[src/rtl/interp_pkg.sv]
// Shared definitions for the interpolator datapath: feeder FSM encoding,
// default widths and breakpoint bank geometry.
package interp_pkg;

    typedef enum logic [1:0] {
        ST_RUN   = 2'd0,
        ST_DRAIN = 2'd1,
        ST_SWAP  = 2'd2
    } feeder_state_t;

    localparam int unsigned DEF_X_WIDTH      = 8;
    localparam int unsigned DEF_WEIGHT_WIDTH = 10;
    localparam int unsigned NUM_BREAKPOINTS  = 8;
    localparam int unsigned BP_IDX_WIDTH     = 3;

    function automatic logic state_is_busy(input feeder_state_t s);
        return s != ST_RUN;
    endfunction

endpackage

[src/rtl/interp_sample_fifo.sv]
// Synchronous FIFO with first-word fall-through head; DEPTH must be a power of 2
// so the pointers wrap naturally.
module interp_sample_fifo #(
    parameter int unsigned WIDTH = 8,
    parameter int unsigned DEPTH = 4
) (
    input  logic                       clk,
    input  logic                       rst,
    input  logic                       push,
    input  logic                       pop,
    input  logic [WIDTH-1:0]           din,
    output logic [WIDTH-1:0]           dout,
    output logic [$clog2(DEPTH):0]     count,
    output logic                       full,
    output logic                       empty
);

    localparam int unsigned PTR_W = $clog2(DEPTH);
    localparam int unsigned CNT_W = PTR_W + 1;

    logic [WIDTH-1:0] mem [DEPTH];
    logic [PTR_W-1:0] wr_ptr;
    logic [PTR_W-1:0] rd_ptr;
    logic             do_push;
    logic             do_pop;

    assign full    = (count == CNT_W'(DEPTH));
    assign empty   = (count == '0);
    assign do_push = push && !full;
    assign do_pop  = pop && !empty;
    assign dout    = mem[rd_ptr];

    always_ff @(posedge clk) begin
        if (do_push) begin
            mem[wr_ptr] <= din;
        end
    end

    always_ff @(posedge clk) begin
        if (rst) begin
            wr_ptr <= '0;
            rd_ptr <= '0;
            count  <= '0;
        end else begin
            if (do_push) begin
                wr_ptr <= wr_ptr + PTR_W'(1);
            end
            if (do_pop) begin
                rd_ptr <= rd_ptr + PTR_W'(1);
            end
            if (do_push && !do_pop) begin
                count <= count + CNT_W'(1);
            end else if (do_pop && !do_push) begin
                count <= count - CNT_W'(1);
            end
        end
    end

endmodule

[src/rtl/interp_sample_feeder.sv]
// Feeds x samples to linear_interpolator_2d and owns its breakpoint weights;
// a commit drains queued samples before the shadow bank becomes active.
module interp_sample_feeder
    import interp_pkg::*;
#(
    parameter int unsigned X_WIDTH      = DEF_X_WIDTH,
    parameter int unsigned WEIGHT_WIDTH = DEF_WEIGHT_WIDTH,
    parameter int unsigned FIFO_DEPTH   = 4
) (
    input  logic                    clk,
    input  logic                    rst,
    input  logic                    i_cfg_we,
    input  logic [BP_IDX_WIDTH-1:0] i_cfg_addr,
    input  logic [WEIGHT_WIDTH-1:0] i_cfg_wdata,
    input  logic                    i_cfg_commit,
    output logic                    o_cfg_busy,
    input  logic                    i_valid,
    output logic                    o_ready,
    input  logic [X_WIDTH-1:0]      i_x,
    input  logic                    i_stall,
    output logic                    o_en,
    output logic [X_WIDTH-1:0]      o_x,
    output logic [WEIGHT_WIDTH-1:0] o_weight0,
    output logic [WEIGHT_WIDTH-1:0] o_weight1,
    output logic [WEIGHT_WIDTH-1:0] o_weight2,
    output logic [WEIGHT_WIDTH-1:0] o_weight3,
    output logic [WEIGHT_WIDTH-1:0] o_weight4,
    output logic [WEIGHT_WIDTH-1:0] o_weight5,
    output logic [WEIGHT_WIDTH-1:0] o_weight6,
    output logic [WEIGHT_WIDTH-1:0] o_weight7
);

    localparam int unsigned CNT_W = $clog2(FIFO_DEPTH) + 1;

    feeder_state_t state;
    feeder_state_t next_state;

    logic [WEIGHT_WIDTH-1:0] shadow [NUM_BREAKPOINTS];
    logic [WEIGHT_WIDTH-1:0] active [NUM_BREAKPOINTS];

    logic [X_WIDTH-1:0] fifo_head;
    logic [CNT_W-1:0]   fifo_count;
    logic               fifo_full;
    logic               fifo_empty;
    logic               push;
    logic               pop;

    interp_sample_fifo #(
        .WIDTH (X_WIDTH),
        .DEPTH (FIFO_DEPTH)
    ) u_fifo (
        .clk   (clk),
        .rst   (rst),
        .push  (push),
        .pop   (pop),
        .din   (i_x),
        .dout  (fifo_head),
        .count (fifo_count),
        .full  (fifo_full),
        .empty (fifo_empty)
    );

    // Ready ignores a same-cycle pop so it never depends on i_stall.
    assign o_ready    = (state == ST_RUN) && !fifo_full && !rst;
    assign o_cfg_busy = state_is_busy(state) && !rst;
    assign push       = i_valid && o_ready;
    assign pop        = !fifo_empty && !i_stall && (state != ST_SWAP);

    always_comb begin
        next_state = state;
        unique case (state)
            ST_RUN:   if (i_cfg_commit) next_state = ST_DRAIN;
            ST_DRAIN: if (fifo_count == '0) next_state = ST_SWAP;
            ST_SWAP:  next_state = ST_RUN;
            default:  next_state = ST_RUN;
        endcase
    end

    always_ff @(posedge clk) begin
        if (rst) begin
            state  <= ST_RUN;
            shadow <= '{default: '0};
            active <= '{default: '0};
            o_en   <= 1'b0;
            o_x    <= '0;
        end else begin
            state <= next_state;
            if ((state == ST_RUN) && i_cfg_we) begin
                shadow[i_cfg_addr] <= i_cfg_wdata;
            end
            if (state == ST_SWAP) begin
                active <= shadow;
            end
            o_en <= pop;
            if (pop) begin
                o_x <= fifo_head;
            end
        end
    end

    assign o_weight0 = active[0];
    assign o_weight1 = active[1];
    assign o_weight2 = active[2];
    assign o_weight3 = active[3];
    assign o_weight4 = active[4];
    assign o_weight5 = active[5];
    assign o_weight6 = active[6];
    assign o_weight7 = active[7];

endmodule
[config.mk]
export PLATFORM = sky130hd
export DESIGN_NAME = interp_sample_feeder
export DESIGN_NICKNAME = d
export VERILOG_FILES = /design/src/rtl/interp_pkg.sv /design/src/rtl/interp_sample_fifo.sv /design/src/rtl/interp_sample_feeder.sv
export SDC_FILE = /design/constraint.sdc
export NUM_CORES = 1
export LEC_CHECK = 0
export BUFFER_PORTS_ARGS = -buffer_cell sky130_fd_sc_hd__buf_4
export CORE_MARGIN = 2
export CORE_UTILIZATION = 36
export CTS_CLUSTER_DIAMETER = 60
export CTS_CLUSTER_SIZE = 8
export DETAILED_ROUTE_END_ITERATION = 6
export GPL_ROUTABILITY_DRIVEN = 0
export GPL_TIMING_DRIVEN = 0
export SLEW_MARGIN = 5
export SYNTH_ARGS = -nofsm -noshare
export SYNTH_HDL_FRONTEND = slang
export SYNTH_SLANG_ARGS = --single-unit
export TNS_END_PERCENT = 10
[constraint.sdc]
create_clock -name clk -period 2.4 [get_ports clk]
set_input_delay 0.24 -clock clk [delete_from_list [all_inputs] [get_ports clk]]
set_output_delay 0.24 -clock clk [all_outputs]
set_load 0.05 [all_outputs]
# After elaboration in Yosys (flattened, before gate mapping)
# Memories as Yosys holds them, arrays and structs flattened. A register that Yosys moved wholly into a read port is not among the register bits.
# Cells that the tools add are included.
# totals
ff_bits,170
latchBits,0
ram_bits,32
rom_bits,0
input_bits,27
out_inout_bits,91
elab_cells,68
mem_count,1
# classes
addsub,4
multipliers,0
n_div,0
magnitude_cmp,2
n_eq_ne,6
shifts,0
n_mux,10
n_bitwise,1
reduce_logical,23
# mem_list
memory,words,word_bits,rd,rd_ports_with_merged_regs,wr,line_no,rtl
u_fifo.mem,4,8,1,1,1,interp_sample_fifo.sv:21,logic [WIDTH-1:0] mem [DEPTH];
# op_table
cell,n
$bwmux 80,1
$demux 10 s3,1
$logic_and 1x1->1,12
$mux 10,1
$logic_not 1->1,6
$mux 3,2
$add 2x1->2 const B,2
$ge 4x4->1 const B,1
$lt 4x1->1 const B,1
$mux 2,2
$ne 2x2->1 const B,2
$not 3->4,1
$pmux 2 s2,1
$reduce_bool 2->1,2
$add 3x1->3 const B,1
$eq 3x3->1 const B,1
$logic_not 3->1,1
$sub 3x1->3 const B,1
$eq 2x1->1 const B,1
$eq 2x2->1 const B,1
$logic_not 2->1,1
$mux 1,2
$ne 2x1->1 const B,1
$reduce_and 2->1,1

# Logic depth before layout (Yosys ltp)
# logic_depth
word_depth,10
ltp_mapped,10
ltp_nobuf,8

# Modules after synthesis
# From an unflattened synthesis, not the netlist that was laid out.
# hier_totals
hier_cells,781
hier_area_um2,7976.4
# by_module_without_submodules
mod,instances,cells_per_inst,area_each_um2,seq_area_each_um2
interp_sample_feeder,1,691,6356.1,3423.3
interp_sample_fifo,1,90,1620.3,1141.1

# Least setup slack after synthesis
# Ideal clock, no wire load.
# synth_path
path_kind,flip-flop to flip-flop
from,reg state[0]
to,reg u_fifo.count[2]
setup_time_ps,70
arrival_ps,2099
required_time_ps,2330
path_slack_ps,231
stages_incl_launch_ff,11
n_path_buf,2
period_less_slack_ps,2169
path_cell_list,dfxtp_1 -> buf_6 -> nor3_1 -> and3_1 -> buf_6 -> ha_1 -> inv_1 -> fa_1 -> xor2_1 -> or3_1 -> a21oi_1
# synth_between
elab_chain_len,8
word_cells_on_any_way,14
classes_between,eq/ne (1); mux (1); reduce/logical (12)
# synth_rtl
item,line_no,rtl
"start, declared",interp_sample_feeder.sv:35,feeder_state_t state;
"start signal, assigned",interp_sample_feeder.sv:87,state <= next_state;
$logic_not 2->1 (*),interp_sample_feeder.sv:64,assign o_ready = (state == ST_RUN) && !fifo_full && !rst;
$logic_and 1x1->1 (*) (2 in a row),interp_sample_feeder.sv:64,
$logic_and 1x1->1 (*),interp_sample_feeder.sv:66,assign push = i_valid && o_ready;
$logic_and 1x1->1 (*),interp_sample_fifo.sv:29,assign do_push = push && !full;
named net u_fifo.do_push,interp_sample_fifo.sv:24,logic do_push;
$logic_not 1->1,interp_sample_fifo.sv:53,end else if (do_pop && !do_push) begin
$logic_and 1x1->1,interp_sample_fifo.sv:53,
$reduce_bool 2->1 (no source line),--,
"end signal, assigned",interp_sample_fifo.sv:52,count <= count + CNT_W'(1);
"end signal, assigned",interp_sample_fifo.sv:54,count <= count - CNT_W'(1);
"end, declared",interp_sample_fifo.sv:13,"output logic [$clog2(DEPTH):0] count,"
# The timed path passes the listed nets; every way through them passes the cells marked *.
# A chain may end at the register's enable or synchronous reset.

# Final worst setup path
# layout_path
from,reg state[1]
to,reg u_fifo.count[2]
# Same word-level chain as after synthesis.

==> key figures <==
Outcome
  – Outcome: completed

Setup path
  – Critical Path Max Stage Delay: ~0.37 ns
  – Max Fanout on Critical Path: 10
  – First element of the critical path: state[1]$_SDFFE_PP0P_
  – Crit Reg-Reg Endpoint: u_fifo.count[2]$_SDFFE_PP0P_
  – Buf/Inv on CP: 3
  – Top cell family by delay on the critical path: simple AND/OR/NAND/NOR gates
  – Arrival time at the worst endpoint: about 2.7 ns
  – Type of the worst setup path: reg -> reg
  – Critical path launch point type: register
  – Critical path required time: between 2 and 3 ns
  – Crit. End Element: register
  – Slowest stage cell, crit path: fa_1
  – Cell repeated most along the worst path: buf_6
  – Series of cell instances along the critical path: buf_6 -> nor3_4 -> and3_1 -> buf_6 -> ha_1 -> inv_1 -> fa_1 -> xor2_1 -> or3_1 -> a21oi_1
  – R2R setup slack: ~0.14 ns
  – Crit path capture: u_fifo.count[2]$_SDFFE_PP0P_
  – Reg2Reg Depth: 10
  – Worst reg2reg path startpoint: state[1]$_SDFFE_PP0P_
  – Stages on worst setup path: 10

Floorplanning
  – Core region area: between 0.02 and 0.025 sq mm
  – Area of the die: roughly 0.023 sq mm
  – Die Ht: approximately 150 um
  – Die Span X: 152 um
  – Placement row count: 54
  – Count of boundary I/O pins: approximately 120
  – Initial cell density of the core: 0.365

Yosys
  – Warnings, synthesis: 0
  – Total standard cell area after synthesis: between 0.007 and 0.008 sq mm
  – Main flop type after synthesis: dfxtp_1
  – Number of flops mapped to enable cells by yosys: 32
  – Gate count after technology mapping: around 860
  – Syn_nets: slightly below 900
  – Async S/R FF share, synth: 0
  – Cell variety after synth: 45
  – Share of the yosys chip area belonging to registers: 0.572
  – Post-synthesis area per instance: 9.20 sq um
  – Synthesized flop and latch total: 210

Global route
  – Overflow after GRT: 0
  – Maximum number of pins on one net before global-route repair: 15
  – Total routing usage reported by global routing: 0.175
  – Initial antenna violation count: 0
  – First-pass GRT wire length: roughly 33,000 um
  – Vias in the first global route: approximately 6,200

Drt
  – Iteration count of the initial detailed-routing pass: 4
  – Remaining routing DRC violations: 0
  – Final WL: between 20,000 and 25,000 um
  – Iter 0 DRT Violations: 443
  – Antenna-violating nets left: 0
  – Total vias in the final route: between 6,000 and 7,000
  – Routed wire per std cell: about 16 um
  – DR vias/cell: between 5 and 6

Power
  – Peak supply drop: just over 0.6 mV
  – Ratio of total power to cell area: between 900 and 1000 mW/mm^2
  – P_leak: 3.57 nW

Clock tree
  – Clock transition at the register clock pins on the worst setup and hold paths after CTS: roughly 0.05 ns
  – Root Driver: clkbuf_16
  – # H-tree levels: 1
  – Clock buffers created by TritonCTS: 30
  – TritonCTS clock tree: built
  – Number of clock sinks: 210
  – Later-pin clock latency in the skew report: between 0.5 and 0.6 ns
  – Maximum count of clock buffers along a single path: 3

Layout
  – Count of antenna diodes in the layout: 0
  – Nets@finish: roughly 1,000
  – Fraction of final layout cells with drive strength greater than 1: 0.198
  – Layout area overhead: 26.4%
  – Filler Cell Count: 2,123

STA
  – # setup viols final: 0
  – Remaining max-slew budget at the tightest pin: 0.474
  – Crit share post-route: 0.941
  – Minimum clock period: 2.26 ns
  – Setup skew after layout: between 0.015 and 0.02 ns
  – Hold Violations, Final: 0
  – Tightest hold margin: around 0.026 ns
  – Final worst setup slack: about 0.14 ns
  – Final max-slew violation count: 0
  – Highest Clock Rate: 0.443 GHz
  – Worst Tran Pin Value: slightly below 0.8 ns

Job
  – Max-cap check violation count: 0

Hold path
  – Hold Path Class: in -> reg

Placed design
  – Buffers on Ports: 106
  – DP HPWL: 14,100 um
  – Setup slack after placement: 0.00723 ns
## where the power goes
group,total (mW),switching (mW),internal (mW)
sequential,3.85,0.103,3.75
combinational,1.56,1.02,0.541
clock,3.70,1.42,2.28
total,9.11,2.54,6.57
## worst min path at each step
stage / from / endpoint / slack, ns / cells after the start
detailed placement: shadow[0]$_SDFFE_PP0P_ / o_weight7[0]$_SDFFE_PP0P_ / 0.44 / 2
global placement: shadow[29]$_SDFFE_PP0P_ / o_weight5[9]$_SDFFE_PP0P_ / 0.44 / 2
CTS: i_cfg_commit / state[0]$_SDFFE_PP0P_ / 0.006 / 3
floorplan: i_x[0] / u_fifo.mem[0][0]$_DFFE_PP_ / 0.34 / 0
finish: i_cfg_commit / state[0]$_SDFFE_PP0P_ / 0.03 / 3
global route: i_cfg_commit / state[0]$_SDFFE_PP0P_ / 0.06 / 3
## layer usage
metal  part of all wire  wire [um]  global-route usage  vias up
met2               0.45       9480               0.274      173
li1                   -          -                   -     3267
met3              0.058       1210              0.0321       44
met4              0.029        619              0.0619        0
met5                  0          0                   0        -
met1               0.46       9760               0.245     3078
## cell type report
type	count	area (sq um)	share of cell area
Timing Repair Buffer	118	911	0.0911
Sequential cell	210	4520	0.453
Multi-Input combinational cell	560	2990	0.299
Inverter	4	15.0	0.00150
Buffer	85	400	0.0401
Clock buffer	38	802	0.0802
Clock inverter	1	7.51	0.000751
Tap cell	280	350	0.0350
## synth_stat cells (3+ instances only)
master	instances	area, sq um
a22o_1	8	70.1
and2_1	5	31.3
buf_1	3	11.3
nand3_1	81	405
buf_2	32	160
nand2_1	160	601
clkbuf_1	39	146
inv_1	4	15.0
o21ai_1	15	75.1
dfxtp_1	178	3560
nor2b_1	9	56.3
edfxtp_1	32	961
nor2_1	6	22.5
buf_6	4	45.0
ha_1	5	62.6
a21oi_1	162	811
o21ai_0	66	330
clkbuf_2	6	30.0
mux4_2	8	180
## state kept, by name (all words and copies together) (netlist names)
register / count
u_fifo.mem: 32
u_fifo.count: 3
state: 2
o_weight3: 10
o_weight2: 10
shadow: 80
o_weight6: 10
o_weight7: 10
u_fifo.wr_ptr: 2
o_weight4: 10
u_fifo.rd_ptr: 2
o_weight1: 10
o_x: 8
o_weight5: 10
o_en: 1
o_weight0: 10
## repair_timing
| action | 4_1_cts | 5_1_grt |
|---|---|---|
| endpoints found under the hold margin | 34 | 0 |
| setup endpoints to repair | 0 | 2 |
| resized for setup | 0 | 3 |
| buffers inserted | 0 | 2 |
| hold buffers | 10 | 0 |
## worst reg2reg max path, delay by kind of cell (launching register included)
kind	cells	cell delay, ns
flip-flops	1	0.30
buffers and inverters	3	0.32
adder cells (fa/ha/maj)	2	0.54
AND/OR/NAND/NOR	3	0.74
AO/OA/AOI/OAI	1	0.13
XOR/XNOR	1	0.15
## metrics by stage
stage                     power [mW]  area, sq um  instances  TNS [ns]  utilization
after floorplan                 4.98         7910        859         0            -
after global placement          5.41         9050       1245         0        0.417
after detailed placement        5.42         9050       1245         0        0.417
after CTS                       9.14         9960       1294         0        0.459
after global routing            9.49        10000       1296  -0.00295        0.461
final                           9.11        10000       1296         0        0.461
## cell families (layout without fill, tap and decap cells)
group	count (synthesis)	count (layout)	share of synthesized area
AND/OR/NAND/NOR	287	287	0.169
AO/OA/AOI/OAI	254	254	0.166
flip-flops	210	210	0.572
buffers and inverters	89	246	0.0525
multiplexers	11	11	0.0267
adder cells (fa/ha/maj)	6	6	0.0104
XOR/XNOR	2	2	0.00222
## cells in the final DEF (no fill, tap or decap), drive strengths merged, types with 3 or more instances in the layout
cell type / netlist / routed
or3: 3 / 3
a22o: 8 / 8
edfxtp: 32 / 32
or3b: 3 / 3
o21ai: 81 / 81
a21oi: 162 / 162
ha: 5 / 5
nor2: 6 / 6
mux4: 8 / 8
nand2: 160 / 160
dlygate4sd3: 0 / 10
buf: 40 / 148
nand3: 82 / 82
nor3: 3 / 3
dfxtp: 178 / 178
clkbuf: 45 / 83
and2: 5 / 5
inv: 4 / 4
nor2b: 10 / 10
(Power assumes the default switching activity.)
